==> src/rtl/axis_ts_pkg.sv <==
// Shared definitions for the timestamp prepend/strip stages: FSM state encoding,
// endianness constants and the header-beat count helper.
package axis_ts_pkg;

    typedef enum logic {
        ST_HDR = 1'b0,
        ST_PAY = 1'b1
    } ts_state_e;

    localparam bit TS_BIG_ENDIAN    = 1'b0;
    localparam bit TS_LITTLE_ENDIAN = 1'b1;

    function automatic int hdr_beats(input int value_w, input int data_w);
        return value_w / data_w;
    endfunction

endpackage

==> src/rtl/axis_ts_out_reg.sv <==
// Single AXI4-Stream register slice carrying data/keep/last/user/valid on the payload path.
module axis_ts_out_reg #(
    parameter int DATA_WIDTH = 8,
    parameter int KEEP_WIDTH = 1,
    parameter int USER_WIDTH = 1
) (
    input  logic                  clk,
    input  logic                  rst,
    input  logic                  i_load,
    input  logic [DATA_WIDTH-1:0] i_data,
    input  logic [KEEP_WIDTH-1:0] i_keep,
    input  logic                  i_last,
    input  logic [USER_WIDTH-1:0] i_user,
    input  logic                  i_ready,
    output logic                  o_can_load,
    output logic [DATA_WIDTH-1:0] o_data,
    output logic [KEEP_WIDTH-1:0] o_keep,
    output logic                  o_valid,
    output logic                  o_last,
    output logic [USER_WIDTH-1:0] o_user
);

    logic [DATA_WIDTH-1:0] r_data;
    logic [KEEP_WIDTH-1:0] r_keep;
    logic                  r_valid;
    logic                  r_last;
    logic [USER_WIDTH-1:0] r_user;

    // A new beat may enter when the slot is empty or is being drained this cycle.
    assign o_can_load = i_ready | ~r_valid;

    // Slot storage: load on accept, clear valid once the consumer takes it, else hold.
    always_ff @(posedge clk) begin
        if (rst) begin
            r_data  <= '0;
            r_keep  <= '0;
            r_valid <= 1'b0;
            r_last  <= 1'b0;
            r_user  <= '0;
        end else if (i_load) begin
            r_data  <= i_data;
            r_keep  <= i_keep;
            r_valid <= 1'b1;
            r_last  <= i_last;
            r_user  <= i_user;
        end else if (i_ready) begin
            r_valid <= 1'b0;
        end else begin
            r_valid <= r_valid;
        end
    end

    assign o_data  = r_data;
    assign o_keep  = r_keep;
    assign o_valid = r_valid;
    assign o_last  = r_last;
    assign o_user  = r_user;

endmodule

==> src/rtl/axis_ts_strip.sv <==
// Strips the timestamp prefix from each AXI4-Stream frame into value_out and forwards the payload.
// Optional frame/truncation statistics are built when AXIS_TS_STRIP_STATS_EN is defined.
module axis_ts_strip
    import axis_ts_pkg::*;
#(
    parameter int DATA_WIDTH    = 8,
    parameter int KEEP_WIDTH    = DATA_WIDTH / 8,
    parameter int VALUE_WIDTH   = 32,
    parameter int USER_WIDTH    = 1,
    parameter bit LITTLE_ENDIAN = 1'b1
) (
    input  logic                   clk,
    input  logic                   rst,
    input  logic [DATA_WIDTH-1:0]  s_axis_tdata,
    input  logic [KEEP_WIDTH-1:0]  s_axis_tkeep,
    input  logic                   s_axis_tvalid,
    output logic                   s_axis_tready,
    input  logic                   s_axis_tlast,
    input  logic [USER_WIDTH-1:0]  s_axis_tuser,
    output logic [DATA_WIDTH-1:0]  m_axis_tdata,
    output logic [KEEP_WIDTH-1:0]  m_axis_tkeep,
    output logic                   m_axis_tvalid,
    input  logic                   m_axis_tready,
    output logic                   m_axis_tlast,
    output logic [USER_WIDTH-1:0]  m_axis_tuser,
    output logic [VALUE_WIDTH-1:0] value_out,
    output logic                   value_valid,
    output logic                   trunc_err,
    output logic [31:0]            frame_cnt,
    output logic [31:0]            trunc_cnt
);

    localparam int HDR_BEATS = hdr_beats(VALUE_WIDTH, DATA_WIDTH);
    localparam int CNT_W     = $clog2(HDR_BEATS) + 1;
    localparam logic [CNT_W-1:0] LAST_BEAT = CNT_W'(HDR_BEATS - 1);

    if (((VALUE_WIDTH % DATA_WIDTH) != 0) || (VALUE_WIDTH < DATA_WIDTH)) begin : g_bad_width
        $error("axis_ts_strip: VALUE_WIDTH must be a non-zero multiple of DATA_WIDTH");
    end

    ts_state_e              r_state;
    logic [CNT_W-1:0]       r_beat_cnt;
    logic [VALUE_WIDTH-1:0] r_shadow;
    logic [VALUE_WIDTH-1:0] r_value;
    logic                   r_value_valid;
    logic                   r_trunc_err;

    logic                   w_s_ready;
    logic                   w_s_fire;
    logic                   w_out_can_load;
    logic                   w_pay_load;
    logic [CNT_W-1:0]       w_slice_idx;
    logic [VALUE_WIDTH-1:0] w_shadow_next;

    // Header capture never waits on the output side; payload only moves when the slot frees up.
    always_comb begin
        w_s_ready = 1'b0;
        case (r_state)
            ST_HDR:  w_s_ready = 1'b1;
            ST_PAY:  w_s_ready = w_out_can_load;
            default: w_s_ready = 1'b0;
        endcase
    end

    assign w_s_fire   = s_axis_tvalid & w_s_ready;
    assign w_pay_load = w_s_fire & (r_state == ST_PAY);

    assign w_slice_idx = (LITTLE_ENDIAN == TS_LITTLE_ENDIAN) ? r_beat_cnt : (LAST_BEAT - r_beat_cnt);

    // Shadow including the beat on the bus, so the final header beat publishes in the same edge.
    always_comb begin
        w_shadow_next = r_shadow;
        for (int b = 0; b < HDR_BEATS; b++) begin
            if (w_slice_idx == CNT_W'(b)) begin
                w_shadow_next[b*DATA_WIDTH +: DATA_WIDTH] = s_axis_tdata;
            end else begin
                w_shadow_next[b*DATA_WIDTH +: DATA_WIDTH] = r_shadow[b*DATA_WIDTH +: DATA_WIDTH];
            end
        end
    end

    // Frame FSM: header collection, value publication, truncation detection.
    always_ff @(posedge clk) begin
        if (rst) begin
            r_state       <= ST_HDR;
            r_beat_cnt    <= '0;
            r_shadow      <= '0;
            r_value       <= '0;
            r_value_valid <= 1'b0;
            r_trunc_err   <= 1'b0;
        end else begin
            r_value_valid <= 1'b0;
            r_trunc_err   <= 1'b0;
            case (r_state)
                ST_HDR: begin
                    if (w_s_fire) begin
                        r_shadow <= w_shadow_next;
                        if (r_beat_cnt == LAST_BEAT) begin
                            r_value       <= w_shadow_next;
                            r_value_valid <= 1'b1;
                            r_beat_cnt    <= '0;
                            r_state       <= s_axis_tlast ? ST_HDR : ST_PAY;
                        end else if (s_axis_tlast) begin
                            r_trunc_err <= 1'b1;
                            r_beat_cnt  <= '0;
                        end else begin
                            r_beat_cnt <= r_beat_cnt + CNT_W'(1);
                        end
                    end
                end
                ST_PAY: begin
                    if (w_s_fire && s_axis_tlast) begin
                        r_state <= ST_HDR;
                    end
                end
                default: begin
                    r_state    <= ST_HDR;
                    r_beat_cnt <= '0;
                end
            endcase
        end
    end

    axis_ts_out_reg #(
        .DATA_WIDTH (DATA_WIDTH),
        .KEEP_WIDTH (KEEP_WIDTH),
        .USER_WIDTH (USER_WIDTH)
    ) u_out_reg (
        .clk        (clk),
        .rst        (rst),
        .i_load     (w_pay_load),
        .i_data     (s_axis_tdata),
        .i_keep     (s_axis_tkeep),
        .i_last     (s_axis_tlast),
        .i_user     (s_axis_tuser),
        .i_ready    (m_axis_tready),
        .o_can_load (w_out_can_load),
        .o_data     (m_axis_tdata),
        .o_keep     (m_axis_tkeep),
        .o_valid    (m_axis_tvalid),
        .o_last     (m_axis_tlast),
        .o_user     (m_axis_tuser)
    );

    assign s_axis_tready = w_s_ready;
    assign value_out     = r_value;
    assign value_valid   = r_value_valid;
    assign trunc_err     = r_trunc_err;

`ifdef AXIS_TS_STRIP_STATS_EN
    logic [31:0] r_frame_cnt;
    logic [31:0] r_trunc_cnt;

    // Wrapping statistics counters driven by the published pulses.
    always_ff @(posedge clk) begin
        if (rst) begin
            r_frame_cnt <= 32'd0;
            r_trunc_cnt <= 32'd0;
        end else begin
            r_frame_cnt <= r_value_valid ? (r_frame_cnt + 32'd1) : r_frame_cnt;
            r_trunc_cnt <= r_trunc_err   ? (r_trunc_cnt + 32'd1) : r_trunc_cnt;
        end
    end

    assign frame_cnt = r_frame_cnt;
    assign trunc_cnt = r_trunc_cnt;
`else
    assign frame_cnt = 32'd0;
    assign trunc_cnt = 32'd0;
`endif

endmodule

==> config.mk <==
export PLATFORM = sky130hd
export DESIGN_NAME = axis_ts_strip
export DESIGN_NICKNAME = d
export VERILOG_FILES = /design/src/rtl/axis_ts_pkg.sv /design/src/rtl/axis_ts_out_reg.sv /design/src/rtl/axis_ts_strip.sv
export SDC_FILE = /design/constraint.sdc
export NUM_CORES = 1
export LEC_CHECK = 0
export ABC_AREA = 1
export BUFFER_PORTS_ARGS = -buffer_cell sky130_fd_sc_hd__buf_4
export CAP_MARGIN = 20
export CORE_UTILIZATION = 40
export CTS_BUF_LIST = sky130_fd_sc_hd__clkbuf_8
export DETAILED_ROUTE_END_ITERATION = 7
export GPL_ROUTABILITY_DRIVEN = 0
export PLACE_DENSITY = 0.64
export SLEW_MARGIN = 20
export SYNTH_ARGS = -nofsm -noshare
export SYNTH_HDL_FRONTEND = slang
export SYNTH_SLANG_ARGS = --single-unit
==> constraint.sdc <==
create_clock -name clk -period 1.77 [get_ports clk]
set_clock_uncertainty 0.05 [all_clocks]
set_input_delay 0.0885 -clock clk [delete_from_list [all_inputs] [get_ports clk]]
set_output_delay 0.0885 -clock clk [all_outputs]
set_load 0.01 [all_outputs]
==> flow_metrics.py, run 1 <==
metrics = {
    "grt": {
        "grt_pass1_vias": 3368,
        "grt-ovfl-total": 0,
        "antenna_found_initial": 0,
        "grt_max_degree": 40,
        "grt_util_all_layers_pct": 18.19,
        "grt_pass1_wl_microns": 16020,
    },
    "sta": {
        "setup_tns_ns": 0,
        "rsz0062_at_grt": "no",
        "hold_ws_ns": 0.02681,
        "setup_viol": 0,
        "hold_violations": 0,
        "max_clock_freq_mhz": 624.6,
        "period_minus_slack_ns": 1.601,
        "slew_violations": 0,
        "finalCritPeriodShare_pct": 90.46,
    },
    "yosys": {
        "yosysUniqueCellTypes": 22,
        "synth_top_family_by_area": "simple AND/OR/NAND/NOR gates",
        "synth.mux.area_fraction_pct": 0,
        "yosys.area_share.simple_pct": 34.84,
        "ys_ff_latch": 82,
        "synth_compound_area_share_pct": 4.212,
        "synth_adder_area_share_pct": 1.805,
        "yosys_warnings": 0,
        "syn-instance-count": 606,
        "netlist_area_sq_um": 4159,
        "avgSynthCellArea_sq_um": 6.863,
        "yosysSeqAreaShare_pct": 39.47,
        "synth_xor_xnor_area_share_pct": 0,
    },
    "cells_and_area": {
        "final_cell_mix": "157 x nand2_1, 82 x dfxtp_1, 76 x nand3_1, 76 x buf_4",
        "mostFrequentLayoutCell": "nand2_1",
        "multi_input_area_sq_um": 1942,
        "diodes": 0,
        "area_growth_pct": 13.99,
        "seqCellArea_sq_um": 1642,
        "fillers": 1028,
        "nNetsFinal": 686,
        "layout-drive-gt1-share_pct": 14.33,
        "design_area_sq_um": 4741,
    },
    "clocking": {
        "cts_inserted_buffers": 9,
        "htreeDepth": 3,
        "cts.sinks": 82,
        "clock_path_buffers": 2,
        "clk_latency_ns": 0.35,
        "cts_tree": "yes",
        "clk_transition_reported_paths_ns": 0.08,
        "clockRootBuffer": "clkbuf_8",
    },
    "floorplan": {
        "fp.coreArea_sq_um": 9910,
        "placementRows": 36,
        "ios": 126,
        "die-area_sq_um": 10810,
        "fp.dieH_microns": 104.0,
        "initial_core_util_pct": 41.97,
        "dieWidth_microns": 104.0,
    },
    "power": {
        "power_uw": 3540,
        "ir_worst_vdd_mv": 0.3687,
        "p_comb_share_pct": 10.5,
        "p_per_area_nw_per_um2": 746.6,
        "p_int_uw": 2614,
        "p_switching_uw": 926.0,
        "p_seq_share_pct": 53.9,
        "switching_share_pct": 26.16,
        "leakage_uw": 0.002202,
        "clock_power_share_pct": 35.6,
    },
    "detailed_routing": {
        "ant_nets": 0,
        "drt-wirelength-per-cell_microns": 11.88,
        "dr.first_iter.drc_count": 208,
        "dr.pass1.iters": 4,
        "drc": 0,
        "vias": 3651,
        "drt-total-wl_microns": 9540,
        "vias_per_cell": 4.547,
    },
    "worst_setup_path": {
        "crit_start": "r_beat_cnt[0]",
        "cp-end-kind": "register",
        "required_ns": 1.95,
        "reg2reg_from": "r_beat_cnt[0]",
        "worstRegToRegCells": 8,
        "timing.rr.end": "value_out[6]",
        "startpoint_type": "register",
        "worstSetupPathType": "register to register",
        "cp_max_fo": 19,
        "crit_arrival_ns": 1.78,
        "r2r_slack_ns": 0.17,
    },
    "job": {
        "maxCapViolCount": 0,
    },
    "hold_path": {
        "hp-class": "input pin to register",
        "hp-start": "s_axis_tdata[4]",
        "holdPathEnd": "u_out_reg.o_data[4]",
        "hold_depth": 3,
    },
    "place": {
        "place_area_sq_um": 4521,
        "post-dp-hpwl_microns": 6499,
        "port_buffers": 61,
    },
    "outcome": {
        "status": "completed",
    },
}
## power groups by stage
| stage | Clock, uW | Sequential [uW] | Combinational [uW] |
|---|---|---|---|
| floorplan | 0 | 1950 | 358 |
| global placement | 0 | 1950 | 358 |
| detailed placement | 0 | 1950 | 364 |
| CTS | 1300 | 1910 | 369 |
| global route | 1380 | 1920 | 417 |
| finish | 1260 | 1910 | 372 |
## logic make-up after synthesis
family          count (synthesis)
flops                          82
other cells                     1
simple gates                  335
fa+ha+maj                       6
compound gates                 35
buf+inv                       147
## area by class of cell
cell class,instances,area share [%]
clock buffer,12,3.484
sequential,82,34.63
timing repair buffer,80,12.91
tap,133,3.510
clock inverter,4,0.3959
multi-input combinational,440,40.96
inverter,52,4.117
## metrics by stage
step / setup slack, ns / cells / utilization (%)
6_report: 0.1689 / 803 / 47.84
5_1_grt: 0.02721 / 803 / 47.84
4_1_cts: 0.1086 / 803 / 47.78
3_5_place_dp: 0.1209 / 784 / 45.62
3_3_place_gp: 0.1840 / 784 / 45.62
2_1_floorplan: 0.1766 / 669 / -
## flip-flops by register name, summed over array words and instances, names as in the netlist
name               count
u_out_reg.o_keep       1
r_state                1
u_out_reg.o_data       8
trunc_err              1
value_valid            1
r_shadow              32
u_out_reg.o_valid      1
u_out_reg.o_last       1
u_out_reg.o_user       1
r_beat_cnt             3
value_out             32
## per-layer routing
| metal | track usage, % | wire (microns) |
|---|---|---|
| met4 | 7.041 | 129 |
| met5 | 0 | 0 |
| met1 | 22.59 | 4216 |
| met2 | 31.38 | 4577 |
| met3 | 2.945 | 616 |
## cells in the mapped netlist, drive strengths merged
master / count / area share [%]
a21oi: 15 / 1.8
clkbuf: 13 / 1.2
conb: 1 / 0.090
nor2: 65 / 5.9
ha: 6 / 1.8
nand3: 76 / 9.1
dfxtp: 82 / 39
and2: 24 / 3.6
buf: 82 / 14
nand4: 11 / 1.7
clkinv: 2 / 0.18
inv: 50 / 4.5
nand2: 158 / 14
o21ai: 20 / 2.4
nand3b: 1 / 0.18
## critical path, stage by stage (launching register included)
cell     delay (ns)
dfxtp_1        0.39
ha_1           0.20
ha_2           0.23
inv_1          0.06
nor2_2         0.13
buf_6          0.20
nand3_1        0.11
nand2_1        0.07
nor2_1         0.03
## worst max-delay path by stage
stage | to | slack, ns | cells past startpoint
2_1_floorplan | r_shadow[25] | 0.18 | 10
3_3_place_gp | value_out[8] | 0.18 | 8
3_5_place_dp | value_out[6] | 0.12 | 8
4_1_cts | value_out[8] | 0.11 | 8
5_1_grt | value_out[16] | 0.03 | 8
6_report | value_out[6] | 0.17 | 8
## what timing repair did
item / 4_1_cts / 5_1_grt
setup endpoints to repair: 0 / 19
gates resized for setup: 0 / 2
endpoints found under the hold margin: 5 / 0
setup buffers: 0 / 0
hold buffers: 3 / 0
Note: power is estimated with default switching activity, not from simulation.
==> run 2, diff against run 1 <==
CORE_MARGIN = 2   (was not set)
RECOVER_POWER = 50   (was not set)
==> run 2 against run 1 <==
  * Die area is 3.9% higher
  * Sequential share of layout area rose by 1.2 points
  * Design area decreased by 3.2%
==> flow_metrics.py, run 2 (synthesis results as in run 1) <==
metrics = {
    "power": {
        "ir_worst_vdd_mv": 0.3646,
        "leakage_uw": 0.002027,
        "p_int_uw": 2632,
        "p_comb_share_pct": 10.6,
        "switching_share_pct": 26.02,
        "p_switching_uw": 925.5,
        "p_seq_share_pct": 53.7,
        "p_per_area_nw_per_um2": 775.3,
        "clock_power_share_pct": 35.8,
    },
    "sta": {
        "finalCritPeriodShare_pct": 92.16,
        "hold_ws_ns": 0.01428,
        "slew_violations": 0,
        "setup_tns_ns": 0,
        "rsz0062_at_grt": "yes",
        "hold_violations": 0,
        "setup_viol": 0,
        "period_minus_slack_ns": 1.631,
        "max_clock_freq_mhz": 613.1,
    },
    "floorplan": {
        "die-area_sq_um": 11230,
        "ios": 126,
        "dieWidth_microns": 106.0,
        "initial_core_util_pct": 40.65,
        "placementRows": 37,
        "fp.coreArea_sq_um": 10230,
        "fp.dieH_microns": 106.0,
    },
    "cells_and_area": {
        "layout-drive-gt1-share_pct": 7.578,
        "final_cell_mix": "157 x nand2_1, 82 x dfxtp_1, 76 x nand3_1",
        "mostFrequentLayoutCell": "nand2_1",
        "area_growth_pct": 10.32,
        "nNetsFinal": 689,
        "diodes": 0,
    },
    "job": {
        "maxCapViolCount": 0,
    },
    "worst_setup_path": {
        "crit_arrival_ns": 1.81,
        "timing.rr.end": "value_out[13]",
        "reg2reg_from": "r_beat_cnt[0]",
        "startpoint_type": "register",
        "required_ns": 1.95,
        "worstSetupPathType": "register to register",
        "r2r_slack_ns": 0.14,
        "cp_max_fo": 20,
        "cp-end-kind": "register",
        "worstRegToRegCells": 8,
    },
    "detailed_routing": {
        "vias": 3739,
        "drc": 0,
        "dr.pass1.iters": 4,
        "vias_per_cell": 4.622,
        "dr.first_iter.drc_count": 170,
        "drt-total-wl_microns": 9636,
        "ant_nets": 0,
        "drt-wirelength-per-cell_microns": 11.91,
    },
    "clocking": {
        "cts_tree": "yes",
        "clk_latency_ns": 0.35,
        "post_cts_buffers": 0,
        "cts.sinks": 82,
        "clk_transition_reported_paths_ns": 0.08,
        "clockRootBuffer": "clkbuf_8",
        "clock_path_buffers": 2,
        "cts_inserted_buffers": 9,
        "htreeDepth": 3,
    },
    "grt": {
        "grt_pass1_wl_microns": 15980,
        "grt_pass1_vias": 3454,
        "grt-ovfl-total": 0,
        "grt_max_degree": 40,
        "antenna_found_initial": 0,
        "grt_util_all_layers_pct": 17.81,
    },
    "place": {
        "post-dp-hpwl_microns": 6657,
        "port_buffers": 61,
    },
    "hold_path": {
        "hold_depth": 3,
        "hp-class": "input pin to register",
        "holdPathEnd": "u_out_reg.o_data[5]",
        "hp-start": "s_axis_tdata[5]",
    },
    "outcome": {
        "status": "completed",
    },
}
==> run 2: cell types whose count changed in the layout (fill, tap and decap cells not counted) <==
| cell | before | now |
|---|---|---|
| clkbuf_8 | 12 | 9 |
| buf_4 | 76 | 31 |
| ha_2 | 1 | 0 |
| inv_1 | 50 | 51 |
| bufinv_16 | 0 | 1 |
| clkbuf_2 | 0 | 1 |
| ha_1 | 5 | 6 |
| clkinv_2 | 0 | 2 |
| clkbuf_1 | 0 | 46 |
| buf_6 | 1 | 2 |
| clkinvlp_4 | 1 | 0 |
==> run 2: power by group through the flow <==
stage / combinational, uW / sequential (uW) / clock (uW)
after floorplan: 358 / 1950 / 0
after global placement: 361 / 1950 / 0
after detailed placement: 371 / 1950 / 0
after CTS: 378 / 1910 / 1310
after global routing: 424 / 1910 / 1380
final: 376 / 1910 / 1270
==> run 2: area by class of cell <==
class	count	area, sq um
repair buffers	83	462.9
clock inverters	7	55.05
well taps	136	170.2
fillers	1109	5643
multi-input cells	440	1939
inverters	52	195.2
clock buffers	9	123.9
flip-flops and latches	82	1642
==> run 2: worst max-delay path by stage <==
stage,from,end,slack (ns),cells past startpoint
5_1_grt,r_beat_cnt[1],value_out[23],0.002,8
4_1_cts,r_beat_cnt[0],value_out[13],0.12,8
6_report,r_beat_cnt[0],value_out[13],0.14,8
3_5_place_dp,r_beat_cnt[0],value_out[13],0.14,8
2_1_floorplan,r_beat_cnt[2],r_shadow[25],0.18,10
3_3_place_gp,r_beat_cnt[0],value_out[15],0.20,8
==> run 2: what timing repair did <==
action / 4_1_cts / 5_1_grt
gates resized for setup: 0 / 2
hold endpoints to repair: 5 / 0
hold buffers: 3 / 0
endpoints found under the setup margin: 0 / 13
==> run 2: metrics by stage <==
stage / util, % / setup slack [ns] / instances / total power [uW] / instance area [sq um]
6_report: 44.85 / 0.1388 / 809 / 3557 / 4588
5_1_grt: 44.85 / 0.001986 / 809 / 3723 / 4588
4_1_cts: 46.48 / 0.1191 / 809 / 3599 / 4756
3_5_place_dp: 44.44 / 0.1356 / 790 / 2323 / 4547
3_3_place_gp: 44.44 / 0.2006 / 790 / 2311 / 4547
2_1_floorplan: - / 0.1766 / 669 / 2308 / 4395
==> run 2: critical path, stage by stage, from the launching register on <==
cell,delay [ns]
dfxtp_1,0.39
ha_1,0.19
ha_1,0.23
inv_1,0.07
nor2_2,0.16
buf_6,0.21
nand3_1,0.10
nand2_1,0.07
nor2_1,0.04
==> run 2: per-layer routing <==
metal	GRT usage [%]	vias up	wire, microns
met1	22.11	1703	4232
li1	-	1887	-
met2	30.28	134	4588
met5	0	-	0
met3	3.311	15	636
met4	7.519	0	179
==> run 3, diff against run 2 <==
ABC_AREA = not set   (was 1)
==> run 3 against run 2 <==
  * Synthesized cell count fell by 26%
  * Via count fell by 17%
  * Clock power rose by 9%
  * Sequential cell count did not move
  * Non-clock buffer count rose by 10
  * First-iteration DRC count rose by 1.2%
  * Wire length fell by 7.8%
  * Register-to-register slack got worse by 0.08 ns
  * Largest cell class unchanged
  * Highest routed layer unchanged
==> flow_metrics.py, run 3 <==
metrics = {
    "worst_setup_path": {
        "crit_start": "r_beat_cnt[0]",
        "reg2reg_from": "r_beat_cnt[0]",
        "crit_chain": "ha_1, ha_2, and3b_2, buf_12, clkbuf_16, a211oi_2",
        "path_buf_inv": 2,
        "cp-end-kind": "register",
        "cp_slowest_cell": "dfxtp_2",
        "cp_max_fo": 16,
        "startpoint_type": "register",
        "required_ns": 2.00,
        "worstSetupPathType": "register to register",
        "crit_arrival_ns": 1.94,
        "cpPeakStageDelay_ns": 0.34,
        "critPathTopFamily": "adder cells",
    },
    "detailed_routing": {
        "drc": 0,
        "dr.first_iter.drc_count": 172,
        "drt-wirelength-per-cell_microns": 13.80,
        "ant_nets": 0,
        "dr.pass1.iters": 4,
        "vias": 3093,
        "vias_per_cell": 4.803,
        "drt-total-wl_microns": 8889,
    },
    "grt": {
        "grt_util_all_layers_pct": 15.88,
        "grt_pass1_vias": 2856,
        "grt-ovfl-total": 0,
        "grt_max_degree": 53,
        "antenna_found_initial": 0,
        "grt_pass1_wl_microns": 14060,
    },
    "floorplan": {
        "die-area_sq_um": 11040,
        "placementRows": 36,
        "initial_core_util_pct": 41.44,
        "dieWidth_microns": 105.1,
        "fp.dieH_microns": 105.1,
        "fp.coreArea_sq_um": 9864,
        "ios": 126,
    },
    "outcome": {
        "status": "completed",
    },
    "job": {
        "maxCapViolCount": 0,
    },
    "hold_path": {
        "hp-start": "s_axis_tvalid",
        "hp-class": "input pin to register",
    },
    "sta": {
        "slew_headroom_pct": 56.97,
        "setup_viol": 0,
        "period_minus_slack_ns": 1.709,
        "tightest_slew_ns": 0.6455,
        "hold_ws_ns": 0.07372,
        "finalCritPeriodShare_pct": 96.57,
        "hold_violations": 0,
        "slew_violations": 0,
        "max_clock_freq_mhz": 585.1,
    },
    "yosys": {
        "synth_compound_area_share_pct": 18.73,
        "yosys.area_share.simple_pct": 11.23,
        "syn-instance-count": 448,
        "async_flop_share_pct": 0,
        "yosysSeqAreaShare_pct": 40.16,
        "yosys_warnings": 0,
        "ys_ff_latch": 82,
        "netlist_area_sq_um": 4088,
        "synth_xor_xnor_area_share_pct": 0,
        "yosysUniqueCellTypes": 27,
        "synth.largest_area_cell": "dfxtp_1",
        "avgSynthCellArea_sq_um": 9.124,
        "netlist.area_leader.share_pct": 40.16,
        "synth_edf_count": 0,
        "synth_flop_cell": "dfxtp_1",
        "synth_most_common_cell": "dfxtp_1",
        "synth_top_family_by_area": "compound AO/OA/AOI/OAI gates",
        "yosys-top-cells-count": "82 x dfxtp_1, 73 x buf_4, 41 x a21oi_1",
        "synth_adder_area_share_pct": 1.837,
        "synthTopCellsByArea": "dfxtp_1 40%, buf_4 13%, mux2i_1 9.8%",
        "synth.mux.area_fraction_pct": 9.795,
    },
    "power": {
        "p_per_area_nw_per_um2": 782.1,
        "ir_worst_vdd_mv": 0.4596,
        "leakage_uw": 0.001779,
    },
    "cells_and_area": {
        "nNetsFinal": 527,
        "design_area_sq_um": 4596,
        "final-instance-count-excl-fill": 644,
        "area_growth_pct": 12.43,
        "final_cell_mix": "80 x dfxtp_1, 64 x conb_1, 46 x clkbuf_1",
        "mostFrequentLayoutCell": "dfxtp_1",
        "diodes": 0,
        "layout-drive-gt1-share_pct": 16.63,
    },
    "place": {
        "port_buffers": 61,
        "place_area_sq_um": 4403,
        "dp_cells": 615,
        "post-dp-hpwl_microns": 5722,
    },
    "clocking": {
        "clk_transition_reported_paths_ns": 0.08,
        "clock_path_buffers": 2,
        "htreeDepth": 3,
        "cts.sinks": 82,
        "cts_inserted_buffers": 9,
        "cts_tree": "yes",
        "clockRootBuffer": "clkbuf_8",
        "clk_latency_ns": 0.36,
    },
}
==> run 3: cell types whose count changed in the layout (fill, tap and decap cells not counted), sizes merged, moves of 24 or more <==
cell,previous run,this run
a21oi,15,41
nor2,65,40
a211oi,0,32
and2,24,0
mux2i,0,40
inv,54,4
nand2,158,29
nand3,76,0
==> run 3: cell families after synthesis <==
kind of cell	count (synthesis)
AO/OA/AOI/OAI	109
other	1
buffers and inverters	113
flip-flops	82
AND/OR/NAND/NOR	97
adder cells (fa/ha/maj)	6
multiplexers	40
==> run 3: worst register-to-register path, delay by kind of cell (launching register included) <==
| kind | cells | cell delay [ns] |
|---|---|---|
| flip-flops | 1 | 0.34 |
| buffers and inverters | 2 | 0.33 |
| AO/OA/AOI/OAI | 1 | 0.19 |
| adder cells (fa/ha/maj) | 2 | 0.43 |
| AND/OR/NAND/NOR | 1 | 0.29 |
==> run 3: cell type report <==
class | count | area [sq um]
fillers | 989 | 5269
multi-input cells | 316 | 1944
flip-flops and latches | 82 | 1644
repair buffers | 93 | 621.8
well taps | 133 | 166.4
clock buffers | 11 | 151.4
clock inverters | 5 | 52.55
inverters | 4 | 15.01
==> run 3: metrics by stage <==
stage	setup WS [ns]	setup TNS, ns	total power (uW)	util (%)
finish	0.06080	0	3594	46.59
global route	-0.003581	-0.006052	3743	46.59
CTS	0.02416	0	3639	47.82
detailed placement	0.03286	0	2223	44.63
global placement	0.1314	0	2219	44.63
floorplan	0.2060	0	2248	-
==> run 3: power breakdown <==
group          switching (uW)  leakage (uW)  internal (uW)
Sequential               10.8      0.000663           1870
Combinational             222       0.00101            102
Clock                     672      0.000105            721
==> run 3: path summary, 6_finish.rpt <==
path | end | slack, ns | depth (start not counted)
worst max-delay path | value_out[1] | 0.06 | 6
worst min-delay path | u_out_reg.o_user | 0.07 | 3
worst max register to register | value_out[1] | 0.06 | 6
worst min register to register | r_shadow[5] | 0.43 | 2
==> run 3: repair_timing <==
action | CTS | global route
setup endpoints to repair | 0 | 29
hold buffers | 11 | 0
resized for setup | 0 | 4
hold endpoints to repair | 23 | 0
buffers inserted | 0 | 1
==> run 3: layer usage <==
layer	GRT usage (%)	vias to the layer above	part of all wire, %
met5	0	-	0
met4	6.952	0	1.6
met3	3.244	12	6.3
met2	24.07	122	46
met1	21.78	1433	46
li1	-	1526	-
